===== src/rtl/mult_rr_sched.sv =====
// mult_rr_sched: one shift-add sequential multiplier shared by two requesters.
// Requests are arbitrated round-robin in IDLE. The winner's operands are captured,
// and WIDTH add/shift iterations run. The product is then published with the ID of
// the requester that was served.
module mult_rr_sched #(
    parameter int WIDTH = 4
) (
    input  logic                 clk,
    input  logic                 rst,
    input  logic                 req0,
    input  logic [WIDTH-1:0]     a0,
    input  logic [WIDTH-1:0]     b0,
    input  logic                 req1,
    input  logic [WIDTH-1:0]     a1,
    input  logic [WIDTH-1:0]     b1,
    output logic                 gnt0,
    output logic                 gnt1,
    output logic                 busy,
    output logic [2*WIDTH-1:0]   p,
    output logic                 p_valid,
    output logic                 p_id
);
    localparam int PW = 2 * WIDTH;
    localparam int CW = (WIDTH > 1) ? $clog2(WIDTH) : 1;
    localparam logic [CW-1:0] LAST_ITER = CW'(WIDTH - 1);

    typedef enum logic [1:0] {
        S_IDLE = 2'd0,
        S_RUN  = 2'd1,
        S_DONE = 2'd2
    } state_t;

    state_t           r_state;
    logic [WIDTH-1:0] r_a;
    logic [WIDTH-1:0] r_b;
    logic [PW-1:0]    r_acc;
    logic [CW-1:0]    r_cnt;
    logic             r_win_id;
    logic             r_last_id;
    logic             r_gnt0;
    logic             r_gnt1;
    logic             r_busy;
    logic [PW-1:0]    r_p;
    logic             r_p_valid;
    logic             r_p_id;

    logic             w_any_req;
    logic             w_winner;
    logic [PW-1:0]    w_pp [WIDTH];
    logic [PW-1:0]    w_term;
    logic [PW-1:0]    w_sum;

    // A lone requester always wins. When both request, the one not served last time wins.
    assign w_any_req = req0 | req1;
    assign w_winner  = (req0 & req1) ? ~r_last_id : req1;

    // One partial product per multiplier bit. The counter selects the one added this iteration.
    genvar gi;
    generate
        for (gi = 0; gi < WIDTH; gi++) begin : g_pp
            assign w_pp[gi] = r_b[gi] ? (PW'(r_a) << gi) : '0;
        end
    endgenerate

    assign w_term = w_pp[r_cnt];
    assign w_sum  = r_acc + w_term;

    // Control FSM and datapath. Every output is a register.
    always_ff @(posedge clk or posedge rst) begin
        if (rst) begin
            r_state   <= S_IDLE;
            r_a       <= '0;
            r_b       <= '0;
            r_acc     <= '0;
            r_cnt     <= '0;
            r_win_id  <= 1'b0;
            r_last_id <= 1'b1;
            r_gnt0    <= 1'b0;
            r_gnt1    <= 1'b0;
            r_busy    <= 1'b0;
            r_p       <= '0;
            r_p_valid <= 1'b0;
            r_p_id    <= 1'b0;
        end else begin
            r_gnt0 <= 1'b0;
            r_gnt1 <= 1'b0;
            case (r_state)
                S_IDLE: begin
                    if (w_any_req) begin
                        r_a       <= w_winner ? a1 : a0;
                        r_b       <= w_winner ? b1 : b0;
                        r_win_id  <= w_winner;
                        r_last_id <= w_winner;
                        r_acc     <= '0;
                        r_cnt     <= '0;
                        r_gnt0    <= ~w_winner;
                        r_gnt1    <= w_winner;
                        r_busy    <= 1'b1;
                        r_state   <= S_RUN;
                    end
                end
                S_RUN: begin
                    r_acc <= w_sum;
                    r_cnt <= r_cnt + CW'(1);
                    if (r_cnt == LAST_ITER) begin
                        r_p       <= w_sum;
                        r_p_id    <= r_win_id;
                        r_p_valid <= 1'b1;
                        r_state   <= S_DONE;
                    end
                end
                S_DONE: begin
                    r_p_valid <= 1'b0;
                    r_busy    <= 1'b0;
                    r_state   <= S_IDLE;
                end
                default: begin
                    r_p_valid <= 1'b0;
                    r_busy    <= 1'b0;
                    r_state   <= S_IDLE;
                end
            endcase
        end
    end

    assign gnt0    = r_gnt0;
    assign gnt1    = r_gnt1;
    assign busy    = r_busy;
    assign p       = r_p;
    assign p_valid = r_p_valid;
    assign p_id    = r_p_id;

endmodule


===== config.mk =====
export PLATFORM = sky130hd
export DESIGN_NAME = mult_rr_sched
export DESIGN_NICKNAME = d
export VERILOG_FILES = /design/src/rtl/mult_rr_sched.sv
export SDC_FILE = /design/constraint.sdc
export NUM_CORES = 1
export LEC_CHECK = 0
export CORE_ASPECT_RATIO = 0.7
export CORE_MARGIN = 2
export CORE_UTILIZATION = 45
export DETAILED_ROUTE_END_ITERATION = 8
export PLACE_DENSITY = 0.7
export SETUP_SLACK_MARGIN = 0.1
export SYNTH_ARGS = -nofsm -noshare
export SYNTH_HDL_FRONTEND = slang
export SYNTH_SLANG_ARGS = --single-unit

===== constraint.sdc =====
create_clock -name clk -period 4.9 [get_ports clk]
set_clock_uncertainty 0.05 [all_clocks]
set_input_delay 0.735 -clock clk [delete_from_list [all_inputs] [get_ports clk]]
set_output_delay 0.735 -clock clk [all_outputs]
set_load 0.01 [all_outputs]

==> results of run 1 <==
==> routing by layer <==
metal	wire (um)	global-route usage [%]
met2	1551	26.83
met5	0	0
met4	61	7.857
met3	299	5.521
met1	2189	31.65
==> area by class of cell <==
cell class | instances | area, um2
Clock buffer | 5 | 68.82
Clock inverter | 3 | 67.56
Fill cell | 350 | 1585
Inverter | 8 | 30.03
Multi-Input combinational cell | 147 | 964.7
Sequential cell | 35 | 877.1
Tap cell | 52 | 65.06
Timing Repair Buffer | 34 | 335.3
==> flip-flops by register name, indices dropped and copies added, names as in the netlist <==
register,count
r_state,2
p_valid,1
r_cnt,2
busy,1
r_acc,8
r_last_id,1
p_id,1
gnt0,1
r_b,4
gnt1,1
r_win_id,1
r_a,4
p,8
==> power breakdown <==
part           total (mW)  leakage [nW]  switching, mW  internal (mW)
clock               0.314        0.0644          0.111          0.203
sequential          0.553         0.433          0.127          0.425
combinational       0.683         0.559          0.360          0.323
total                1.55          1.06          0.598          0.951
==> logic make-up (layout without fill, tap and decap cells) <==
group / Yosys count / after routing / share of synthesized area, %
AND/OR/NAND/NOR: 70 / 70 / 19.23
AO/OA/AOI/OAI: 54 / 54 / 17.72
flip-flops: 35 / 35 / 46.00
buffers and inverters: 17 / 50 / 3.412
multiplexers: 11 / 11 / 5.971
adder cells (fa/ha/maj): 9 / 9 / 6.299
XOR/XNOR: 3 / 3 / 1.378
==> cell usage in the layout (no fill, tap or decap), types with 3 or more instances in the layout <==
cell	instances
mux2_2	3
a21oi_1	5
mux2i_1	8
nand3_1	16
nor2_1	5
ha_1	8
or4_1	3
a21o_1	6
nand3b_1	3
inv_1	8
clkbuf_8	5
clkdlybuf4s50_1	32
dfrtp_1	34
nand2_1	26
o21ai_0	25
==> metrics by stage <==
| step | hold WS (ns) | worst slack [ns] | util, % |
|---|---|---|---|
| floorplan | 0.3954 | 2.473 | - |
| global placement | 0.4127 | 2.198 | 56.89 |
| detailed placement | 0.4150 | 2.085 | 56.89 |
| CTS | 0.4336 | 2.347 | 60.31 |
| global route | 0.4473 | 2.139 | 60.31 |
| finish | 0.4325 | 2.318 | 60.31 |
==> worst paths after layout <==
kind	from	to	slack, ns	cells after the start
worst max-delay path	r_cnt[0]$_DFFE_PP0P_	p[6]$_DFFE_PP0P_	2.32	9
worst min register to register	p[7]$_DFFE_PP0P_	p[7]$_DFFE_PP0P_	0.43	2
worst max register to register	r_cnt[0]$_DFFE_PP0P_	p[6]$_DFFE_PP0P_	2.32	9
min in group asynchronous	rst	gnt0$_DFF_PP0_	0.78	3
worst min-delay path	p[7]$_DFFE_PP0P_	p[7]$_DFFE_PP0P_	0.43	2
max in group asynchronous	rst	r_last_id$_DFFE_PP1P_	3.67	3
==> critical path, stage by stage, from the launching register on <==
cell	delay, ns
dfrtp_1	0.63
nor2_1	0.11
and3_1	0.20
ha_1	0.21
inv_1	0.08
fa_1	0.26
nor2b_4	0.06
o31a_1	0.31
or4_1	0.52
nand3_1	0.10
==> flow_metrics.tcl, run 1 <==
set metrics [dict create \
    fin_cells 284 \
    syn_area_per_cell_um2 9.582 \
    first_iter_violations 101 \
    start_util_pct 47.74 \
    peakVddDrop_mv 0.3577 \
    gp_congestion 0.7939 \
    area_growth_pct 26.31 \
    cts_max_path_buffers 2 \
    drt_drc_violations_left 0 \
    wl_per_cell_um 14.44 \
    synth.most_common_cell "dfrtp_1" \
    timing.setup.tns_ns 0 \
    power_mw 1.549 \
    leakage_nw 1.057 \
    num_rows 19 \
    synth_seq_cells 35 \
    hp-class "register to register" \
    die_w_um 81.81 \
    drtAntennaViolNets 0 \
    synthFlopType "dfrtp_1" \
    synth_top_cell_by_area "dfrtp_1" \
    worstPathRequired_ns 5.08 \
    rsz0062_at_grt "no" \
    die_y_um 58.46 \
    place_inst 276 \
    synth_top_area_share_pct 44.62 \
    antenna_cells 0 \
    startpoint_type "register" \
    grt_overflow 0 \
    dp_hpwl_mm 2.937 \
    ios 33 \
    portBuffers 32 \
    htree_levels 2 \
    max_freq_mhz 387.4 \
    dieArea_um2 4782 \
    yosysUniqueCellTypes 44 \
    hold_violations 0 \
    endpoint_kind "register" \
    status "finished clean" \
    core_area_um2 3994 \
    period_needed_ns 2.582 \
    crit_type "register to register" \
    routed_wl_mm 4.101 \
    syn_inst 199 \
    grt_pass1_vias 1501 \
    seq_area_frac_synth_pct 46.00 \
    cts_sinks 35 \
    clk_transition_reported_paths_ns 0.08 \
    placed_area_um2 2272 \
    insertion_delay_ns 0.30 \
    ys_warn_count 0 \
    drive_gt1_share_pct 7.328 \
    syn-num-nets 228 \
    post-cts-setup-buffer-count 0 \
    slew_headroom_pct 22.20 \
    tightest_slew_ns 1.165 \
    antenna_found_initial 0 \
    finalMaxSlewViolations 0 \
    vias_per_cell 5.500 \
    ys_top_cells_by_count "dfrtp_1, nand2_1, o21ai_0" \
    nets 260 \
    grt_usage_pct 20.44 \
    netlist_area_um2 1907 \
    yosys-top-cells-area "dfrtp_1, o21ai_0, ha_1" \
    grt_start_max_net_pins 36 \
    synth_edf_count 0 \
    grt_pass1_wl_mm 7.376 \
    dr.pass1.iters 4 \
    tritoncts "yes" \
    cp.arrival_ns 2.76 \
    ys_async_sr_fraction_pct 100.0 \
    cts_inserted_buffers 5 \
    ctsResizeCount 0 \
    drv_cap 0 \
    power.density_nw_per_um2 643.1 \
    vias 1562 \
    period_share_pct 52.69 \
    hold_buffers 0 \
    setup_violations 0 \
    cts_root_buf "clkbuf_8" \
    stdcell_area_um2 2409 \
    path_max_fanout 18 \
]
No activity file was read; power rests on OpenSTA's default activity.
==> run 2: changes to the inputs <==
==> constraint.sdc (replaced) <==
create_clock -name clk -period 2.4 [get_ports clk]
set_clock_uncertainty 0.05 [all_clocks]
set_input_delay 0.36 -clock clk [delete_from_list [all_inputs] [get_ports clk]]
set_output_delay 0.36 -clock clk [all_outputs]
set_load 0.01 [all_outputs]
==> run 2 against run 1 <==
Compared with the run above: die area stayed put; global-route usage fell by 1.6 points; largest cell class unchanged; via count up 3.9%; highest routed layer unchanged; clock-buffer cell count up 2; routed wire length grew 3.3%; combinational power rose to 2.5 times the previous value; worst hold slack worse by 0.011 ns; non-clock buffer count is 17 higher; critical path depth stayed put.
==> flow_metrics.tcl, run 2 (synthesized netlist as in run 1, its figures left out) <==
set metrics [dict create \
    worst_hold_slack_ns 0.4213 \
    vias_per_cell 5.392 \
    cts_max_path_buffers 2 \
    leakage_nw 1.116 \
    drt_drc_violations_left 0 \
    multi_input_area_um2 1017 \
    antenna_found_initial 0 \
    drv_cap 0 \
    hp-class "input pin to asynchronous set/reset pin" \
    rsz0062_at_grt "yes" \
    grt_start_max_net_pins 36 \
    fin_cells 301 \
    cts_inserted_buffers 5 \
    grt_usage_pct 18.88 \
    reg2reg_from "r_cnt[1]$_DFFE_PP0P_" \
    grt_pass1_vias 1420 \
    vias 1623 \
    timing.setup.tns_ns 0 \
    dr.pass1.iters 4 \
    peakVddDrop_mv 0.7133 \
    mostFrequentLayoutCells "dfrtp_1, clkdlybuf4s50_1, nand2_1" \
    fillers 335 \
    die_y_um 58.46 \
    cts_sinks 35 \
    slew_headroom_pct 59.33 \
    core_area_um2 3994 \
    final_core_util_pct 63.60 \
    tritoncts "yes" \
    place_inst 282 \
    ff2ff_path_depth 9 \
    endpoint_kind "register" \
    first_iter_violations 67 \
    drive_gt1_share_pct 17.27 \
    htree_levels 2 \
    ff_latch_area_um2 879.6 \
    path_max_fanout 6 \
    crit_type "register to register" \
    status "finished clean" \
    start_util_pct 47.74 \
    crit_chain "nor2_2, and3_1, ha_2, inv_1, fa_2, nor2b_4, o31a_1, a21oi_1, mux2_2" \
    ios 33 \
    cts_root_buf "clkbuf_8" \
    drtAntennaViolNets 0 \
    tightest_slew_ns 0.6101 \
    period_needed_ns 2.308 \
    cp.arrival_ns 2.43 \
    path_delay_family "adder cells" \
    wl_per_cell_um 14.07 \
    insertion_delay_ns 0.28 \
    grt_pass1_wl_mm 6.727 \
    max_freq_mhz 433.3 \
    setup_violations 0 \
    power.density_nw_per_um2 1281 \
    finalMaxSlewViolations 0 \
    gp_congestion 0.8106 \
    area_growth_pct 33.20 \
    period_share_pct 96.16 \
    clk_transition_reported_paths_ns 0.07 \
    num_rows 19 \
    startpoint_type "register" \
    worstReg2RegEnd "p[4]$_DFFE_PP0P_" \
    slowest_stage "dfrtp_2" \
    crit_buf_inv 1 \
    regToRegSetupSlack_ns 0.09 \
    dieArea_um2 4782 \
    die_w_um 81.81 \
    grt_overflow 0 \
    slowest_delay_ns 0.46 \
    worstPathRequired_ns 2.52 \
    antenna_cells 0 \
    portBuffers 32 \
    dp_hpwl_mm 3.048 \
    routed_wl_mm 4.235 \
    nets 277 \
    hold_violations 0 \
]
[run 2: cell count changes in the layout (fill, tap and decap cells not counted), sizes merged]
cell      change
clkinv        +1
clkinvlp      -1
bufinv        -2
buf          +17
clkbuf        +2
[run 2: worst min-delay path, stage by stage]
cell,delay (ns)
clkdlybuf4s50_1,0.39
inv_1,0.05
buf_4,0.38
[run 2: how the worst max path moves through the flow]
stage / from / endpoint / cells after the start
floorplan: r_cnt[0]$_DFFE_PP0P_ / p[6]$_DFFE_PP0P_ / 9
global placement: r_cnt[0]$_DFFE_PP0P_ / p[6]$_DFFE_PP0P_ / 9
detailed placement: r_cnt[0]$_DFFE_PP0P_ / p[6]$_DFFE_PP0P_ / 9
CTS: r_cnt[0]$_DFFE_PP0P_ / r_acc[7]$_DFFE_PP0P_ / 9
global route: r_cnt[1]$_DFFE_PP0P_ / p[4]$_DFFE_PP0P_ / 9
finish: r_cnt[1]$_DFFE_PP0P_ / p[4]$_DFFE_PP0P_ / 9
[run 2: stage by stage]
step                      power, mW  instance area (um2)  setup slack (ns)
final                         3.252                 2540           0.09219
after global routing          3.520                 2540          0.008298
after CTS                     3.116                 2455            0.1245
after detailed placement      2.584                 2317         -0.007987
after global placement        2.562                 2317           0.05649
after floorplan               2.055                 1909            0.1216
[run 2: final cells by class]
type,count,area share (%)
clock inverters,1,0.1970
multi-input cells,147,40.05
well taps,52,2.562
clock buffers,7,3.005
repair buffers,51,18.37
flip-flops and latches,35,34.63
inverters,8,1.182
[run 2: what timing repair did]
action | CTS | global route
resized for setup | 7 | 8
endpoints found under the setup margin | 4 | 5
hold buffers | 0 | 0
pin swaps | 5 | 9
buffers inserted | 5 | 6
[run 2: power by group]
group / internal (mW) / switching [mW] / leakage (nW) / total, mW
logic: 0.894 / 0.835 / 0.644 / 1.73
registers: 0.873 / 0.245 / 0.431 / 1.12
clock network: 0.204 / 0.202 / 0.0422 / 0.405
[run 2: layer usage]
layer / track usage, % / wire, um
met5: 0 / 0
met4: 5.714 / 24
met3: 5.521 / 239
met2: 25.78 / 1782
met1: 28.87 / 2189
